File: config.mk
export PLATFORM = sky130hd
export DESIGN_NAME = ddram_toggle_bridge
export DESIGN_NICKNAME = d
export VERILOG_FILES = /design/src/rtl/ddram_bridge_pkg.sv /design/src/rtl/ddram_rdline.sv /design/src/rtl/ddram_toggle_bridge.sv
export SDC_FILE = /design/constraint.sdc
export NUM_CORES = 1
export LEC_CHECK = 0
export BUFFER_PORTS_ARGS = -buffer_cell sky130_fd_sc_hd__clkbuf_2
export CAP_MARGIN = 20
export CORE_AREA = 2 2 102 104
export CTS_CLUSTER_SIZE = 28
export DETAILED_ROUTE_END_ITERATION = 10
export DIE_AREA = 0 0 104 106
export PLACE_DENSITY_LB_ADDON = 0.25
export SLEW_MARGIN = 0
export SYNTH_ARGS = -nofsm -noshare
export SYNTH_HDL_FRONTEND = slang
export SYNTH_SLANG_ARGS = --single-unit
File: constraint.sdc
create_clock -name DDRAM_CLK -period 3 [get_ports DDRAM_CLK]
set_clock_uncertainty 0.1 [all_clocks]
set_input_delay 0.3 -clock DDRAM_CLK [delete_from_list [all_inputs] [get_ports DDRAM_CLK]]
set_output_delay 0.3 -clock DDRAM_CLK [all_outputs]
set_load 0.005 [all_outputs]
File: src/rtl/ddram_bridge_pkg.sv
// Shared types and helpers for the DDR3 toggle-handshake ROM bridge.
// Optional read cache is enabled with the DDRAM_RDCACHE_EN macro.
package ddram_bridge_pkg;

  typedef enum logic [1:0] {
    IDLE    = 2'd0,
    WR_CMD  = 2'd1,
    RD_CMD  = 2'd2,
    RD_WAIT = 2'd3
  } state_t;

  // DDR3 word address of ROM byte 0 (byte address 0x3000_0000)
  localparam logic [28:0] DDRAM_BASE_DEFAULT = 29'h0600_0000;

  // Byte enables for a 16-bit lane selected by addr[2:1]
  function automatic logic [7:0] be16(input logic [1:0] lane);
    return 8'b0000_0011 << {lane, 1'b0};
  endfunction

  // Pick one byte out of a 64-bit word
  function automatic logic [7:0] sel8(input logic [63:0] line, input logic [2:0] byte_sel);
    return line[{byte_sel, 3'b000} +: 8];
  endfunction

endpackage

File: src/rtl/ddram_rdline.sv
// One-line read cache: valid/tag/data storage, hit compare, fill and
// write-through byte merge. Only compiled when DDRAM_RDCACHE_EN is defined.
`ifdef DDRAM_RDCACHE_EN
module ddram_rdline (
  input  logic        clk_ram,
  input  logic        rst,
  input  logic [24:0] lookup_tag,
  output logic        hit,
  output logic [63:0] line_data,
  input  logic        fill_en,
  input  logic [24:0] fill_tag,
  input  logic [63:0] fill_data,
  input  logic        wt_en,
  input  logic [24:0] wt_tag,
  input  logic [63:0] wt_data,
  input  logic [7:0]  wt_be
);

  logic        valid_reg;
  logic [24:0] tag_reg;
  logic [63:0] data_reg;
  logic [63:0] merged;

  // Byte-wise merge of write data into the stored line
  generate
    for (genvar gi = 0; gi < 8; gi++) begin : g_merge
      assign merged[gi*8 +: 8] = wt_be[gi] ? wt_data[gi*8 +: 8] : data_reg[gi*8 +: 8];
    end
  endgenerate

  assign hit       = valid_reg && (tag_reg == lookup_tag);
  assign line_data = data_reg;

  // Line storage: fill on read return, write-through on matching write
  always_ff @(posedge clk_ram or posedge rst) begin
    if (rst) begin
      valid_reg <= 1'b0;
      tag_reg   <= '0;
      data_reg  <= '0;
    end else if (fill_en) begin
      valid_reg <= 1'b1;
      tag_reg   <= fill_tag;
      data_reg  <= fill_data;
    end else if (wt_en && valid_reg && (tag_reg == wt_tag)) begin
      data_reg  <= merged;
    end
  end

endmodule
`endif

File: src/rtl/ddram_toggle_bridge.sv
// Toggle-handshake ROM port responder onto the 64-bit DDR3 Avalon port.
// Define DDRAM_RDCACHE_EN to add the one-line read cache.
module ddram_toggle_bridge
  import ddram_bridge_pkg::*;
#(
  parameter logic [28:0] BASE_ADDR = DDRAM_BASE_DEFAULT
) (
  input  logic        DDRAM_CLK,
  input  logic        reset,
  input  logic [27:0] wraddr,
  input  logic [15:0] din,
  input  logic        we_req,
  output logic        we_ack,
  input  logic [27:0] rdaddr,
  output logic [7:0]  dout,
  input  logic        rd_req,
  output logic        rd_ack,
  input  logic        DDRAM_BUSY,
  output logic [7:0]  DDRAM_BURSTCNT,
  output logic [28:0] DDRAM_ADDR,
  input  logic [63:0] DDRAM_DOUT,
  input  logic        DDRAM_DOUT_READY,
  output logic        DDRAM_RD,
  output logic [63:0] DDRAM_DIN,
  output logic [7:0]  DDRAM_BE,
  output logic        DDRAM_WE
);

  state_t      state_reg, state_next;
  logic        we_ack_reg, we_ack_next;
  logic        rd_ack_reg, rd_ack_next;
  logic [7:0]  dout_reg, dout_next;
  logic        rd_cmd_reg, rd_cmd_next;
  logic        wr_cmd_reg, wr_cmd_next;
  logic [28:0] addr_reg, addr_next;
  logic [63:0] din_reg, din_next;
  logic [7:0]  be_reg, be_next;
  logic [27:0] lat_addr_reg, lat_addr_next;

  logic        we_pend, rd_pend;
  logic        fill_en, wt_en;
  logic        cache_hit;
  logic [63:0] line_data;

  assign we_pend = (we_req != we_ack_reg);
  assign rd_pend = (rd_req != rd_ack_reg);
  assign fill_en = (state_reg == RD_WAIT) && DDRAM_DOUT_READY;
  assign wt_en   = (state_reg == WR_CMD) && !DDRAM_BUSY;

`ifdef DDRAM_RDCACHE_EN
  ddram_rdline u_rdline (
    .clk_ram    (DDRAM_CLK),
    .rst        (reset),
    .lookup_tag (rdaddr[27:3]),
    .hit        (cache_hit),
    .line_data  (line_data),
    .fill_en    (fill_en),
    .fill_tag   (lat_addr_reg[27:3]),
    .fill_data  (DDRAM_DOUT),
    .wt_en      (wt_en),
    .wt_tag     (lat_addr_reg[27:3]),
    .wt_data    (din_reg),
    .wt_be      (be_reg)
  );
`else
  assign cache_hit = 1'b0;
  assign line_data = '0;
`endif

  // State and output registers; reset aborts any transaction in flight
  always_ff @(posedge DDRAM_CLK or posedge reset) begin
    if (reset) begin
      state_reg    <= IDLE;
      we_ack_reg   <= 1'b0;
      rd_ack_reg   <= 1'b0;
      dout_reg     <= '0;
      rd_cmd_reg   <= 1'b0;
      wr_cmd_reg   <= 1'b0;
      addr_reg     <= '0;
      din_reg      <= '0;
      be_reg       <= '0;
      lat_addr_reg <= '0;
    end else begin
      state_reg    <= state_next;
      we_ack_reg   <= we_ack_next;
      rd_ack_reg   <= rd_ack_next;
      dout_reg     <= dout_next;
      rd_cmd_reg   <= rd_cmd_next;
      wr_cmd_reg   <= wr_cmd_next;
      addr_reg     <= addr_next;
      din_reg      <= din_next;
      be_reg       <= be_next;
      lat_addr_reg <= lat_addr_next;
    end
  end

  // Next-state and command decode; writes win over reads in IDLE
  always_comb begin
    state_next    = state_reg;
    we_ack_next   = we_ack_reg;
    rd_ack_next   = rd_ack_reg;
    dout_next     = dout_reg;
    rd_cmd_next   = rd_cmd_reg;
    wr_cmd_next   = wr_cmd_reg;
    addr_next     = addr_reg;
    din_next      = din_reg;
    be_next       = be_reg;
    lat_addr_next = lat_addr_reg;
    case (state_reg)
      IDLE: begin
        if (we_pend) begin
          state_next    = WR_CMD;
          wr_cmd_next   = 1'b1;
          lat_addr_next = wraddr;
          addr_next     = BASE_ADDR + {4'b0000, wraddr[27:3]};
          din_next      = {4{din}};
          be_next       = be16(wraddr[2:1]);
        end else if (rd_pend) begin
          lat_addr_next = rdaddr;
          if (cache_hit) begin
            dout_next   = sel8(line_data, rdaddr[2:0]);
            rd_ack_next = ~rd_ack_reg;
          end else begin
            state_next  = RD_CMD;
            rd_cmd_next = 1'b1;
            addr_next   = BASE_ADDR + {4'b0000, rdaddr[27:3]};
          end
        end
      end
      WR_CMD: begin
        if (wt_en) begin
          wr_cmd_next = 1'b0;
          we_ack_next = ~we_ack_reg;
          state_next  = IDLE;
        end
      end
      RD_CMD: begin
        if (!DDRAM_BUSY) begin
          rd_cmd_next = 1'b0;
          state_next  = RD_WAIT;
        end
      end
      RD_WAIT: begin
        if (fill_en) begin
          dout_next   = sel8(DDRAM_DOUT, lat_addr_reg[2:0]);
          rd_ack_next = ~rd_ack_reg;
          state_next  = IDLE;
        end
      end
      default: state_next = IDLE;
    endcase
  end

  assign we_ack         = we_ack_reg;
  assign rd_ack         = rd_ack_reg;
  assign dout           = dout_reg;
  assign DDRAM_RD       = rd_cmd_reg;
  assign DDRAM_WE       = wr_cmd_reg;
  assign DDRAM_ADDR     = addr_reg;
  assign DDRAM_DIN      = din_reg;
  assign DDRAM_BE       = be_reg;
  assign DDRAM_BURSTCNT = 8'd1;

endmodule

After elaboration in Yosys (flattened, before gate mapping)
Index checks and enable logic that the tools add are counted.
Operators by class
  add/sub/neg operators: 2
  eq/ne operators: 12
  shift-type cells: 2
  mux-type cells: 17
  bitwise gates (word level): 2
  reductions and logical operators: 14
Operator list (number)
  64-bit by 7-bit variable part select with 8-bit output: 1
  29-bit two-way mux: 2
  27-bit by 25-bit adder with 28-bit output (first input constant): 2
  2-bit != test (second input constant): 6
  2-bit two-way mux: 5
  2-bit case mux with 4 select lines: 1
  2-bit AND reduction: 4
  4-bit AND reduction: 2
  2-bit by 3-bit left shift with 8-bit output (first input constant): 1
  3-bit two-way mux: 2
  2-bit nonzero test: 3
  1-bit two-way mux: 5
  2-bit equality test (second input constant): 2
  1-bit case mux with 2 select lines: 2
  3-bit != test (second input constant): 1
  3-bit AND reduction: 1
  2-bit by 1-bit equality test with 1-bit output (second input constant): 1
  1-bit logical AND: 2
  2-bit zero test: 1
  1-bit != test: 2
  1-bit NOT: 2
  1-bit zero test: 1
Word-level totals
  register bits after elaboration: 118
  input bits: 142
  output and inout bits: 121
  word-level logic and storage cells: 59

Depth between registers and ports, before layout
Gate-level depths: netlist of the first run.
  word-level depth: 4
  gate-level depth with buffers: 5
  gate-level depth less buffers: 3

Worst setup path before layout of the first run
OpenSTA, ideal clock, no wires.
  path type: reg-to-reg
  from: reg we_ack_reg (netlist: we_ack)
  to: reg addr_reg[10] (netlist: DDRAM_ADDR[10])
  library setup time: 0.125 ns
  data arrival time: 1.526 ns
  required time: 2.775 ns
  path slack: 1.249 ns
  stages on the path, launching flop included: 5
  buffers on the path: 1
  period minus slack after synthesis: 1.751 ns
  cell sequence: dfrtp_1 -> xnor2_2 -> buf_2 -> mux2_2 -> mux2_2
On the way
  cells in the longest elaborated chain, start to end: 3
  elaborated cells between the ends (all ways): 4
  those cells by class: eq/ne (1); mux (1); reduce/logical (2)
Ends and longest elaborated chain
  start, declared: RTL line ddram_toggle_bridge.sv:30  | logic we_ack_reg, we_ack_next;
  start signal, assigned: RTL line ddram_toggle_bridge.sv:85  | we_ack_reg <= we_ack_next;
  1-bit != test (*): RTL line ddram_toggle_bridge.sv:45  | assign we_pend = (we_req != we_ack_reg);
  2-bit nonzero test (no source line)
  2-bit AND reduction (no source line)
  end signal, assigned: RTL line ddram_toggle_bridge.sv:90  | addr_reg <= addr_next;
  end, declared: RTL line ddram_toggle_bridge.sv:35  | logic [28:0] addr_reg, addr_next;
Every way passes the cells marked *; elsewhere a longest branch is shown, timed or not.
A chain may end at the register's enable or synchronous reset.

Worst setup path in the final report of the first run
  from: reg we_ack_reg (netlist: we_ack)
  to: reg addr_reg[15] (netlist: DDRAM_ADDR[15])
The elaborated chain is that of the path after synthesis.

==> flow_summary_export.csv, run 1 <==
group,metric,value,unit
routing,viasPerCell,4.587,
worst_setup_path,crit_type,"register to register",
synthesis,netlist_area,0.003842,mm²
floorplan,core,0.01000,mm²
run_status,status,"complete, no violations",
global_route,track_usage,0.1658,
routing,firstDrtPassIters,4,
finish,fin_cells,652,
clock_tree,holdBufCountCts,0,
routing,remaining_drc_errors,0,
power_and_ir_drop,powerDensity,1010,mW/mm²
timing,fin_tns_setup,0,ns
finish,area_growth,28.66,%
power_and_ir_drop,p_leak,2.647,nW
global_route,grt_antenna_before_repair,0,
placed_design,port_buffers,252,
finish,fillers,976,
placed_design,dp_slack,0.7891,ns
finish,largest_reg_flops,26,
timing,worst_pin_slew,0.8138,ns
global_route,grt_max_degree,64,
timing,fmax,457.8,MHz
synthesis,synth_flop_cell,"dfrtp_1",
routing,top_layer_used,"met4",
global_route,grt_overflow,0,
routing,wl_per_cell,14.23,µm
synthesis,ys_top_cells_by_area,"dfrtp_1, mux2_2, buf_4",
floorplan,die_y,106,µm
synthesis,synth-seq-cells,63,
worst_setup_path,path_cells,"xnor2_4 -> buf_4 -> mux2_2 -> mux2_2",
timing,hold_viol_final,0,
routing,drt_iter0_markers,115,
placed_design,gp_congestion,0.7560,
synthesis,synth_warnings,0,
floorplan,core.rowCount,37,
finish,final_cell_mix,"clkbuf_2, mux2_2, dfrtp_1",
routing,met2RoutedLength,4607,µm
clock_tree,cts_root_buf,"clkbuf_8",
floorplan,die_width,104,µm
clock_tree,cts_setup_buffers,0,
global_route,grt_pass1_wl,14640,µm
finish,drive_gt1_frac,0.7132,
routing,wl_met1,3791,µm
clock_tree,cts_resized,0,
floorplan,ioPinCount,263,
finish,register_area,0.001577,mm²
routing,num_vias,2991,
global_route,grt_pass1_vias,3010,
synthesis,postSynth.asyncResetShare,1.000,
worst_setup_path,cp_max_fo,18,
timing,fin_crit,2.184,ns
worst_setup_path,worstSetupEndpointType,"register",
finish,fin_nets,654,
synthesis,yosysTopAreaCell,"dfrtp_1",
job,maxCapViolCount,0,
clock_tree,worstSkewPairLatency,0.34,ns
worst_setup_path,slowest_delay,0.51,ns
clock_tree,clock-sinks,63,
synthesis,synth_cells,317,
synthesis,syn_area_per_cell,12.12,µm²
placed_design,dp_cells,637,
finish,post-route-util,0.4944,
routing,ant_nets,0,
synthesis,synth_edf_count,0,
synthesis,synth_seq_area_share,0.4103,
timing,slew_violations,0,
worst_setup_path,cp_slowest_cell,"xnor2_4",
clock_tree,clkTransAtPathRegs,0.07,ns
worst_hold_path,hold_path_class,"input pin to async pin",
synthesis,yosysUniqueCellTypes,31,
worst_setup_path,startpoint_type,"register",
timing,setup_viol,0,
routing,wl_met3,749,µm
finish,antenna_cells,0,
finish,multi_input_area,0.001727,mm²
timing,min_period_over_period,0.7282,
timing,worst_slack,0.8155,ns
placed_design,hpwl,7117,µm
timing,rsz0062_at_grt,"false",
synthesis,synth_top_area_share,0.4103,
clock_tree,htreeDepth,3,
clock_tree,cts_tree,"built",
timing,slew_headroom,0.4575,
floorplan,initial_core_util,0.3843,
clock_tree,cts_buffers,9,
power_and_ir_drop,ir_worst_vdd,351.3,µV
worst_setup_path,arrival,2.31,ns
floorplan,die_area,0.01102,mm²
worst_setup_path,worstPathRequired,3.12,ns
worst_setup_path,cpMostUsedCell,"mux2_2",
finish,final_common_cell,"clkbuf_2",
routing,drt_wl_total,9275,µm
clock_tree,cts_buffer_depth,2,
metrics by stage:
| step | total power [mW] | hold WS [ns] | instance area (µm²) |
|---|---|---|---|
| CTS | 5.080 | 0.05708 | 4943 |
| finish | 4.992 | 0.07303 | 4943 |
| detailed placement | 4.398 | 0.3657 | 4780 |
| global route | 5.372 | 0.05664 | 4943 |
| floorplan | 3.802 | 0.2990 | 3872 |
| global placement | 4.339 | 0.3628 | 4780 |
synthesized netlist by cell type, types with 2 or more instances:
cell type,n
mux2_4,18
o31ai_1,8
o21ai_0,3
inv_1,4
buf_4,64
dfrtp_1,63
buf_1,2
nor2b_1,3
a22o_1,8
nor2_1,2
mux2i_1,17
nand2_1,11
mux2_2,74
o22ai_1,9
buf_6,3
clkbuf_1,3
conb_1,2
buf_2,8
xnor2_1,3
where the power goes:
group	total, mW	internal, mW	switching, mW
clock	0.649	0.314	0.335
combinational	2.67	1.57	1.10
sequential	1.67	1.29	0.382
worst max-delay path: cells and delay by family, from the launching register on:
family	cells	cell delay [ns]
DFF	1	0.46
muxes	2	0.63
buffers and inverters	1	0.36
xor gates and xnor gates	1	0.51
final timing paths:
path / from / slack [ns] / endpoint / cells past startpoint
max: we_ack / 0.82 / DDRAM_ADDR[15] / 4
min: reset / 0.07 / DDRAM_DIN[48] / 3
max reg2reg: we_ack / 0.82 / DDRAM_ADDR[15] / 4
min reg2reg: dout[1] / 0.38 / dout[1] / 2
max in group asynchronous: reset / 2.19 / DDRAM_DIN[52] / 3
min in group DDRAM_CLK: DDRAM_DOUT_READY / 0.08 / state_reg[1] / 2
layout make-up:
class	instances	share of cell area
clock buffers	11	0.02860
clock inverters	4	0.004556
inverters	4	0.003037
multi-input cells	178	0.3493
flip-flops and latches	63	0.3189
well taps	136	0.03442
repair buffers	256	0.2612
per-layer routing:
layer / vias to the layer above / GRT usage
li1: 1434 / -
met1: 1405 / 0.1960
met2: 143 / 0.2857
met3: 9 / 0.05518
met4: 0 / 0.05212
met5: - / 0
logic make-up (layout without fill, tap and decap cells):
group,count (synthesis),count (layout),share of synthesized area
AOI/OAI and AO/OA,33,33,0.06317
xor gates and xnor gates,5,5,0.01335
buffers and inverters,84,275,0.1530
DFF,63,63,0.4103
muxes,109,109,0.3315
other,2,10,0.001954
and+or+nand+nor,21,21,0.02670
Power figures use the tool's default switching activity.
==> run 2, diff against run 1 <==
--- a/config.mk
+++ b/config.mk
@@ -5,12 +5,13 @@
 export SDC_FILE = /design/constraint.sdc
 export NUM_CORES = 1
 export LEC_CHECK = 0
+export ABC_AREA = 1
 export BUFFER_PORTS_ARGS = -buffer_cell sky130_fd_sc_hd__clkbuf_2
 export CAP_MARGIN = 20
-export CORE_AREA = 2 2 102 104
+export CORE_MARGIN = 2
+export CORE_UTILIZATION = 39
 export CTS_CLUSTER_SIZE = 28
 export DETAILED_ROUTE_END_ITERATION = 10
-export DIE_AREA = 0 0 104 106
 export PLACE_DENSITY_LB_ADDON = 0.25
 export SLEW_MARGIN = 0
 export SYNTH_ARGS = -nofsm -noshare
==> constraint.sdc (replaced) <==
create_clock -name DDRAM_CLK -period 1.9 [get_ports DDRAM_CLK]
set_clock_uncertainty 0.1 [all_clocks]
set_input_delay 0.19 -clock DDRAM_CLK [delete_from_list [all_inputs] [get_ports DDRAM_CLK]]
set_output_delay 0.19 -clock DDRAM_CLK [all_outputs]
set_load 0.005 [all_outputs]
==> run 2 against run 1 <==
- cell count rose by 48%
- count of clock-buffer cells in the layout did not move
- clock power rose by 51%
- via count rose by 45%
- critical path depth rose by 2
- maximum frequency rose by 39%
- highest routed layer unchanged
- cell area rose by 8.5%
- non-clock buffer count rose by 24
- largest cell class unchanged
- sequential share of layout area fell by 2.5 points
- total power rose by 54%
- first-iteration DRC count rose by 57%
- combinational power rose by 57%
==> flow_summary_export.csv, run 2 <==
group,metric,value,unit
worst_hold_path,hold_path_class,"input pin to register",
synthesis,netlist_area,0.004123,mm²
global_route,grt_antenna_before_repair,0,
floorplan,initial_core_util,0.4011,
clock_tree,cts_resized,0,
worst_setup_path,worstSetupEndpointType,"register",
synthesis,yosysMostFrequentCell,"nand2_1",
global_route,grt_overflow,0,
clock_tree,cts_buffers,9,
timing,hold_slack,0.03445,ns
floorplan,die_width,106.8,µm
worst_setup_path,worstPathRequired,2.07,ns
synthesis,syn_area_per_cell,6.682,µm²
clock_tree,holdBufCountCts,18,
worst_setup_path,cp_max_fo,17,
worst_setup_path,crit_type,"register to register",
worst_setup_path,worstReg2RegStart,"state_reg[0]",
placed_design,hpwl,8952,µm
global_route,track_usage,0.2025,
global_route,grt_pass1_vias,4139,
finish,drive_gt1_frac,0.3446,
synthesis,ys_top_cells_by_area,"dfrtp_1, nand2_1, buf_4",
timing,worst_slack,0.3255,ns
timing,rsz0062_at_grt,"false",
synthesis,synth_cells,617,
clock_tree,clkTransAtPathRegs,0.06,ns
timing,fin_tns_setup,0,ns
power_and_ir_drop,p_sw,3.509,mW
synthesis,synth_flop_cell,"dfrtp_1",
synthesis,synth-seq-cells,63,
finish,post-route-util,0.5219,
synthesis,synth_commonest_cells,"nand2_1, buf_4, dfrtp_1",
synthesis,synth_warnings,0,
worst_hold_path,hp-start,"wraddr[2]",
timing,min_period_over_period,0.8287,
routing,viasPerCell,4.497,
floorplan,ioPinCount,263,
finish,final_cell_mix,"nand2_1, clkbuf_2, dfrtp_1",
worst_setup_path,startpoint_type,"register",
global_route,grt_util_met2,0.3726,
finish,largest_reg_flops,26,
power_and_ir_drop,p_comb_frac,0.543,
finish,final_common_cell,"nand2_1",
timing,worst_pin_slew,0.4972,ns
placed_design,gp_congestion,0.8442,
routing,drt_wl_total,11460,µm
floorplan,die_area,0.01141,mm²
clock_tree,cts_root_buf,"clkbuf_8",
timing,fmax,635.1,MHz
clock_tree,cts_setup_buffers,0,
placed_design,dp_slack,0.3167,ns
global_route,grt.met3_usage,0.03161,
global_route,top_usage_layer,"met2",
timing,slew_headroom,0.6665,
routing,drt_iter0_markers,181,
global_route,grt_use_met1,0.2357,
worst_setup_path,arrival,1.74,ns
finish,fin_area,0.005364,mm²
finish,area_growth,30.11,%
finish,fin_nets,968,
synthesis,synth_seq_area_share,0.3824,
timing,setup_viol,0,
power_and_ir_drop,ir_worst_vdd,621.6,µV
floorplan,die_y,106.8,µm
finish,antenna_cells,0,
floorplan,core.rowCount,37,
timing,hold_viol_final,0,
power_and_ir_drop,cellInternalPower,4.202,mW
placed_design,port_buffers,252,
routing,ant_nets,0,
clock_tree,htreeDepth,3,
power_and_ir_drop,powerDensity,1438,mW/mm²
routing,firstDrtPassIters,4,
global_route,grt_max_degree,46,
run_status,status,"complete, no violations",
clock_tree,cts_tree,"built",
synthesis,yosysTopAreaCell,"dfrtp_1",
synthesis,postSynth.asyncResetShare,1.000,
synthesis,synth_top_area_share,0.3824,
placed_design,detailed_place.area,0.005020,mm²
timing,slew_violations,0,
routing,wl_per_cell,11.87,µm
synthesis,synth_edf_count,0,
global_route,grt_pass1_wl,18650,µm
floorplan,core,0.01028,mm²
synthesis,yosysUniqueCellTypes,24,
power_and_ir_drop,pwr-share-clk,0.127,
power_and_ir_drop,seq_power_share,0.329,
routing,num_vias,4344,
routing,remaining_drc_errors,0,
power_and_ir_drop,switching_share,0.4550,
clock_tree,clock-sinks,63,
clock_tree,cts_buffer_depth,2,
job,maxCapViolCount,0,
clock_tree,worstSkewPairLatency,0.33,ns
timing,fin_crit,1.575,ns
worst_setup_path,cp-startpoint,"state_reg[0]",
power_and_ir_drop,p_leak,3.442,nW
-- run 2: changes by cell type after synthesis, moves of 4 or more --
cell | before | now
nand2_1 | 11 | 323
mux2_2 | 74 | 0
nand3_1 | 1 | 54
inv_1 | 4 | 55
mux2_4 | 18 | 0
mux2i_1 | 17 | 0
o22ai_1 | 9 | 0
a22o_1 | 8 | 0
buf_2 | 8 | 14
o31ai_1 | 8 | 2
buf_4 | 64 | 69
o21ai_0 | 3 | 7
-- run 2: worst max-delay path, stage by stage, from the launching register on --
cell	delay (ns)
dfrtp_1	0.50
nor2_8	0.21
nand2_1	0.12
nand2_4	0.20
buf_4	0.24
nand2_1	0.07
nand2_1	0.07
-- run 2: power groups by stage --
stage | combinational (mW) | clock (mW) | sequential, mW
finish | 4.19 | 0.983 | 2.54
global route | 4.83 | 1.10 | 2.64
CTS | 4.23 | 1.02 | 2.54
detailed placement | 4.20 | 0 | 2.55
global placement | 4.10 | 0 | 2.53
floorplan | 3.32 | 0 | 2.47
-- run 2: through the flow --
stage,total power [mW],instances
after global placement,6.630,933
final,7.711,966
after CTS,7.787,966
after global routing,8.560,966
after detailed placement,6.746,933
after floorplan,5.796,625
-- run 2: cells by family (layout without fill, tap and decap cells) --
| group | after synthesis | in the layout | synth area share |
|---|---|---|---|
| xor gates and xnor gates | 3 | 3 | 0.006374 |
| and+or+nand+nor | 385 | 385 | 0.3775 |
| other | 2 | 10 | 0.001822 |
| AOI/OAI and AO/OA | 13 | 13 | 0.01760 |
| DFF | 63 | 63 | 0.3824 |
| buffers and inverters | 151 | 356 | 0.2143 |
-- run 2: worst paths after layout --
path	endpoint	slack (ns)	cells after the start
setup / recovery	DDRAM_ADDR[24]	0.33	6
hold / removal	DDRAM_BE[3]	0.03	2
hold reg to reg	DDRAM_ADDR[1]	0.38	2
setup reg to reg	DDRAM_ADDR[24]	0.33	6
max in group asynchronous	DDRAM_ADDR[20]	0.84	4
min in group asynchronous	DDRAM_DIN[47]	0.28	3
-- run 2: layout make-up --
| class | instances | area, µm² |
|---|---|---|
| clock buffers | 11 | 141.4 |
| clock inverters | 4 | 22.52 |
| fillers | 1047 | 4913 |
| inverters | 61 | 231.5 |
| multi-input cells | 411 | 1693 |
| flip-flops and latches | 63 | 1577 |
| well taps | 136 | 170.2 |
| repair buffers | 280 | 1529 |
-- run 2: per-layer routing --
layer	vias up	wire length [µm]
li1	2190	-
met4	0	247
met1	1963	4572
met2	171	5854
met3	20	789
met5	-	0
